==> config.mk <==
export PLATFORM = sky130hd
export DESIGN_NAME = logic_unit_pipe
export DESIGN_NICKNAME = d
export VERILOG_FILES = /design/src/rtl/logic_unit_pipe.sv
export SDC_FILE = /design/constraint.sdc
export NUM_CORES = 1
export LEC_CHECK = 0
export BUFFER_PORTS_ARGS = -buffer_cell sky130_fd_sc_hd__buf_2
export CAP_MARGIN = 10
export CORE_MARGIN = 5
export CORE_UTILIZATION = 45
export CTS_CLUSTER_DIAMETER = 150
export DETAILED_ROUTE_END_ITERATION = 8
export PLACE_DENSITY = 0.76
export SYNTH_ARGS = -nofsm -noshare
export SYNTH_HDL_FRONTEND = slang
export SYNTH_SLANG_ARGS = --single-unit
==> constraint.sdc <==
create_clock -name clk -period 1.5 [get_ports clk]
set_input_delay 0.225 -clock clk [delete_from_list [all_inputs] [get_ports clk]]
set_output_delay 0.225 -clock clk [all_outputs]
set_load 0.01 [all_outputs]
==> src/rtl/logic_unit_pipe.sv <==
// logic_unit_pipe: pipelined bitwise logic unit with per-issue op select,
// reservation-station tag carry, valid/ready flow control and flush.
module logic_unit_pipe #(
  parameter int unsigned WIDTH  = 32,
  parameter int unsigned TAG_W  = 4,
  parameter int unsigned STAGES = 2
) (
  input  logic             clk,
  input  logic             rst_n,
  input  logic             in_valid,
  output logic             in_ready,
  input  logic [2:0]       op,
  input  logic [WIDTH-1:0] in1,
  input  logic [WIDTH-1:0] in2,
  input  logic [TAG_W-1:0] in_tag,
  input  logic             flush,
  output logic             out_valid,
  input  logic             out_ready,
  output logic [WIDTH-1:0] out,
  output logic [TAG_W-1:0] out_tag,
  output logic             out_zero,
  output logic             busy
);

  localparam int unsigned LAST = STAGES - 1;

  localparam logic [2:0] OP_AND  = 3'b000;
  localparam logic [2:0] OP_OR   = 3'b001;
  localparam logic [2:0] OP_XOR  = 3'b010;
  localparam logic [2:0] OP_XNOR = 3'b011;
  localparam logic [2:0] OP_NAND = 3'b100;
  localparam logic [2:0] OP_NOR  = 3'b101;
  localparam logic [2:0] OP_NOT  = 3'b110;
  localparam logic [2:0] OP_PASS = 3'b111;

  logic [STAGES-1:0] v_q;
  logic [WIDTH-1:0]  data_q [STAGES];
  logic [TAG_W-1:0]  tag_q  [STAGES];
  logic [STAGES-1:0] ready;
  logic [WIDTH-1:0]  result;

  // Bitwise operation selected per issue
  always_comb begin
    result = '0;
    case (op)
      OP_AND:  result = in1 & in2;
      OP_OR:   result = in1 | in2;
      OP_XOR:  result = in1 ^ in2;
      OP_XNOR: result = ~(in1 ^ in2);
      OP_NAND: result = ~(in1 & in2);
      OP_NOR:  result = ~(in1 | in2);
      OP_NOT:  result = ~in1;
      OP_PASS: result = in1;
      default: result = '0;
    endcase
  end

  // Backward ready chain: a stage can load if it is empty or the one ahead can move
  always_comb begin
    logic chain;
    chain = out_ready;
    ready = '0;
    for (int i = int'(LAST); i >= 0; i--) begin
      chain    = chain | ~v_q[i];
      ready[i] = chain;
    end
  end

  // Pipeline registers; flush only clears valid bits, payload may go stale
  always_ff @(posedge clk or negedge rst_n) begin
    if (!rst_n) begin
      v_q <= '0;
      for (int i = 0; i < int'(STAGES); i++) begin
        data_q[i] <= '0;
        tag_q[i]  <= '0;
      end
    end else begin
      if (ready[0]) begin
        v_q[0]    <= in_valid;
        data_q[0] <= result;
        tag_q[0]  <= in_tag;
      end
      for (int i = 1; i < int'(STAGES); i++) begin
        if (ready[i]) begin
          v_q[i]    <= v_q[i-1];
          data_q[i] <= data_q[i-1];
          tag_q[i]  <= tag_q[i-1];
        end
      end
      if (flush) begin
        v_q <= '0;
      end
    end
  end

  assign in_ready  = ready[0];
  assign out_valid = v_q[LAST];
  assign out       = data_q[LAST];
  assign out_tag   = tag_q[LAST];
  assign out_zero  = (data_q[LAST] == '0);
  assign busy      = |v_q;

endmodule

* After elaboration in Yosys (flattened, before gate mapping) *
Cells that the tools add are included.

operators by class
  equal/unequal tests = 7
  muxes and demuxes = 4
  bitwise operators = 11
  reduce and logical (&&, ||, !) cells = 5

operators by type and width
  cell                                                              count
  32-bit one-hot mux with 8 select lines                            1
  32-bit inverter                                                   4
  32-bit bitwise AND                                                1
  32-bit zero test                                                  1
  32-bit bitwise OR                                                 1
  32-bit XOR                                                        1
  3-bit == test (second input constant)                             4
  3-bit by 2-bit == test with 1-bit output (second input constant)  2
  2-bit nonzero test                                                2
  3-bit by 1-bit == test with 1-bit output (second input constant)  1
  3-bit zero test                                                   1
  1-bit two-way mux                                                 2
  2-bit two-way mux                                                 1
  1-bit inverter                                                    2
  1-bit bitwise OR                                                  2
  2-bit OR reduction                                                1

storage, ports and cells
  register bits after elaboration = 74
  output and inout bits = 40
  logic and storage cells = 33

* Logic depth before layout (Yosys ltp) *
  depth after elaboration = 5
  gate-level depth with buffers = 7

* Worst setup path after synthesis *
No wires, ideal clock.

  path type = register -> register
  start point = register v_q[1]
  end point = register data_q[34] (netlist bit)
  library setup time = 0.123 ns
  arrival time = 1.340 ns
  data required time = 1.377 ns
  setup slack = 0.037 ns
  cell stages (with the launch flop) = 7
  clock period less this slack = 1.463 ns
  path through = dfrtp_1 -> and3b_1 -> clkbuf_2 -> nor2_2 -> clkbuf_2 -> o21ai_0 -> o221a_1

on the way
  cells in the longest elaborated chain, start to end = 3

ends and longest elaborated chain
  item                               line  text
  from (decl)                        36    logic [STAGES-1:0] v_q;
  from (signal, indexed assignment)  85    v_q[i] <= v_q[i-1];
  1-bit inverter                     64    chain = chain | ~v_q[i];
  1-bit bitwise OR (2 in a row)      64
  to (signal, indexed assignment)    86    data_q[i] <= data_q[i-1];
  to (decl)                          37    logic [WIDTH-1:0] data_q [STAGES];

Every way passes these cells.
A chain may end at the register's enable or synchronous reset.

* Final worst setup path *
  start point = register data_q, in the netlist out[28]
  end point = output port out_zero

on the way
  cells in the longest elaborated chain, start to end = 1

ends and longest elaborated chain
  item              line  text
  32-bit zero test  100   assign out_zero = (data_q[LAST] == '0);
  to (decl)         21    output logic out_zero,

Every way passes these cells.

==> flow_summary_export.csv <==
group,metric,value,unit
finish,layout-drive-gt1-share,34.2,%
synth,yosysSeqAreaShare,29.0,%
drt,detail_route.wl_per_cell,16.2,microns
worst_setup_path,crit_type,"reg2out",
synth,synth_area_leaders,"dfrtp_1, ha_1, mux2_2",
worst_setup_path,crit_path_max_fanout,3,
synth,avgSynthCellArea,8.97,sq um
outcome,violations,"setup timing",
floorplanning,die_area,0.0167,sq mm
global_routing,grt_pass1_vias,5155,
clocking,clk_path_buf_depth,2,
drt,routed-wl-met3,1.08,mm
worst_setup_path,startpoint_type,"register",
synth,syn-num-nets,852,
sta,rsz0062_at_grt,"true",
sta,drv_slew,0,
sta,final-setup-viol-count,25,
synth,synth_edf_count,0,
outcome,status,"complete, but fails checks",
drt,drt-total-wl,16.0,mm
sta,hold_violations,0,
drt,wl_met2,7.63,mm
synth,synth_cell_types,43,
worst_setup_path,critical_path_arrival,1.63,ns
worst_setup_path,end_kind,"output pin",
global_routing,antenna_found_initial,0,
synth,ys_ff_latch,74,
finish,diodes,0,
synth,yosysWarnings,0,
sta,worstMarginPinSlew,0.469,ns
placement,numPortBuffers,115,
drt,wl_met1,6.89,mm
power,power.total,0.00666,W
floorplanning,coreArea,0.0139,sq mm
power,leakage,3.60,nW
worst_setup_path,critical-path-max-stage-delay,0.41,ns
floorplanning,dieWidth,129,microns
power,switchingPower,0.00202,W
finish,final_core_util,54.9,%
global_routing,grt_util_all_layers,19.2,%
synth,yosysTopAreaCell,"dfrtp_1",
placement,place_congestion,0.820,
power,power_frac_comb,26.7,%
finish,syn2layout_area_growth,19.5,%
finish,fin_nets,937,
global_routing,grt_max_degree,40,
sta,max_freq,0.541,GHz
finish,n_fill_cell,1229,
sta,fin_crit_sh,123,%
synth,netlist.area_leader.share,29.0,%
min_path,hold_path_class,"in2reg",
power,pwr-share-clk,35.6,%
clocking,clock_latency,0.34,ns
floorplanning,die_y,129,microns
placement,hpwl,11.8,mm
sta,fin_crit,1.85,ns
synth,ys_async_sr_fraction,100,%
power,sequentialPowerShare,37.7,%
worst_setup_path,cpMaxStageDelayCell,"nor4_1",
drt,drcViolationCount,0,
clocking,clockRootBuffer,"clkbuf_16",
power,power.density,873,mW/mm^2
sta,fin_skew,0.00398,ns
drt,firstDrtPassIters,4,
clocking,clkTransAtPathRegs,0.06,ns
drt,top_layer,"met4",
synth,syn-cell-area,0.00638,sq mm
drt,drtIter0Drc,375,
drt,via_per_inst,5.35,
sta,tns,-2.26,ns
worst_setup_path,path_cells,"nor4_1 > nand4_1 > nor2_1 > buf_2",
floorplanning,io_pins,116,
global_routing,grt_pass1_wl,25.7,mm
floorplanning,start_util,46.0,%
synth,synthCells,712,
power,p_int,0.00464,W
clocking,cts.sinks,74,
sta,relSlewSlack,68.7,%
clocking,htreeDepth,3,
floorplanning,num_rows,43,
worst_setup_path,required,1.27,ns
finish,stdcell_area,0.00763,sq mm
synth,synthFlopType,"dfrtp_1",
finish,final_common_cell,"buf_2",
finish,final_cell_mix,"buf_2, inv_1, dfrtp_1",
flow_run,drv_cap,0,
global_routing,grt_overflow,0,
clocking,cts_tree,"built",
drt,vias,5252,
power,switching_share,30.3,%
clocking,numCtsBuffers,9,
power,ir_worst_vdd,0.657,mV
placement,dp_slack,-0.106,ns
drt,postRouteAntennaNets,0,
placement,place_area,0.00705,sq mm
sta,postLayoutSetupSlackWorst,-0.350,ns
## area by class of cell
class                           instances  area [sq um]  area share, %
Tap cell                              180           225           2.95
Inverter                               92           348           4.56
Clock inverter                          6          90.1           1.18
Multi-Input combinational cell        460          3760           49.3
Timing Repair Buffer                  160          1110           14.6
Clock buffer                           10           239           3.13
Sequential cell                        74          1850           24.3
## power groups by stage
stage          clock network, W  registers (W)  logic (W)
2_1_floorplan                 0        0.00244    0.00128
4_1_cts                 0.00239        0.00251    0.00173
3_3_place_gp                  0        0.00252    0.00165
6_report                0.00237        0.00251    0.00178
5_1_grt                 0.00248        0.00254    0.00198
3_5_place_dp                  0        0.00253    0.00170
## critical path: cells and delay by family, from the launching register on
family / cells / cell delay [ns]
DFF: 1 / 0.40
and+or+nand+nor: 3 / 0.73
buffers and inverters: 1 / 0.15
## final timing paths
check | depth (start not counted) | slack, ns | endpoint | startpoint
max in group asynchronous | 3 | 0.59 | out[19] | rst_n
min reg2reg | 2 | 0.47 | tag_q[6] | tag_q[6]
max reg2reg | 6 | -0.10 | data_q[54] | v_q[0]
min in group asynchronous | 2 | 0.38 | out_tag[3] | rst_n
min | 2 | 0.05 | v_q[1] | flush
max | 4 | -0.35 | out_zero | out[28]
## cells by family (layout without fill, tap and decap cells)
logic type,count (synthesis),in the layout,share of synthesized area (%)
fa+ha+maj,64,64,12.5
compound gates,159,159,20.0
flops,74,74,29.0
xor+xnor,35,35,4.80
simple gates,163,163,12.5
buf+inv,178,268,14.3
mux,39,39,6.82
## Yosys cell counts (6+ instances only)
cell / number
a221oi_2: 24
a31oi_1: 27
and2_1: 24
buf_2: 24
buf_4: 40
buf_6: 6
clkbuf_1: 9
dfrtp_1: 74
ha_1: 64
inv_1: 91
mux2_2: 36
nand2_1: 48
nand2b_1: 6
nand3_1: 28
nor2_1: 35
nor4_1: 8
o21ai_0: 55
o221a_1: 24
xnor2_1: 27
xor2_1: 8
## what timing repair did
item	CTS	global route
resized for setup	9	60
setup buffers	3	3
pin swaps	4	25
gates cloned	0	2
endpoints found under the setup margin	2	27
hold buffers	1	0
hold endpoints to repair	31	0
## state kept, by name (all words and copies together) (netlist names)
signal and cells:
out 32, data_q 32, out_tag 4, tag_q 4, v_q 2
## through the flow
stage | hold WS (ns) | std cells
6_report | 0.0499 | 982
4_1_cts | 0.0408 | 977
3_3_place_gp | 0.201 | 957
3_5_place_dp | 0.202 | 957
5_1_grt | 0.0454 | 982
2_1_floorplan | -0.0706 | 712
## metal layers
metal / vias to the layer above / GRT usage (%)
met2: 161 / 31.5
met4: 0 / 6.11
met1: 2479 / 24.7
met5: - / 0
li1: 2586 / -
met3: 26 / 4.95
Note: power is estimated with default switching activity, not from simulation.
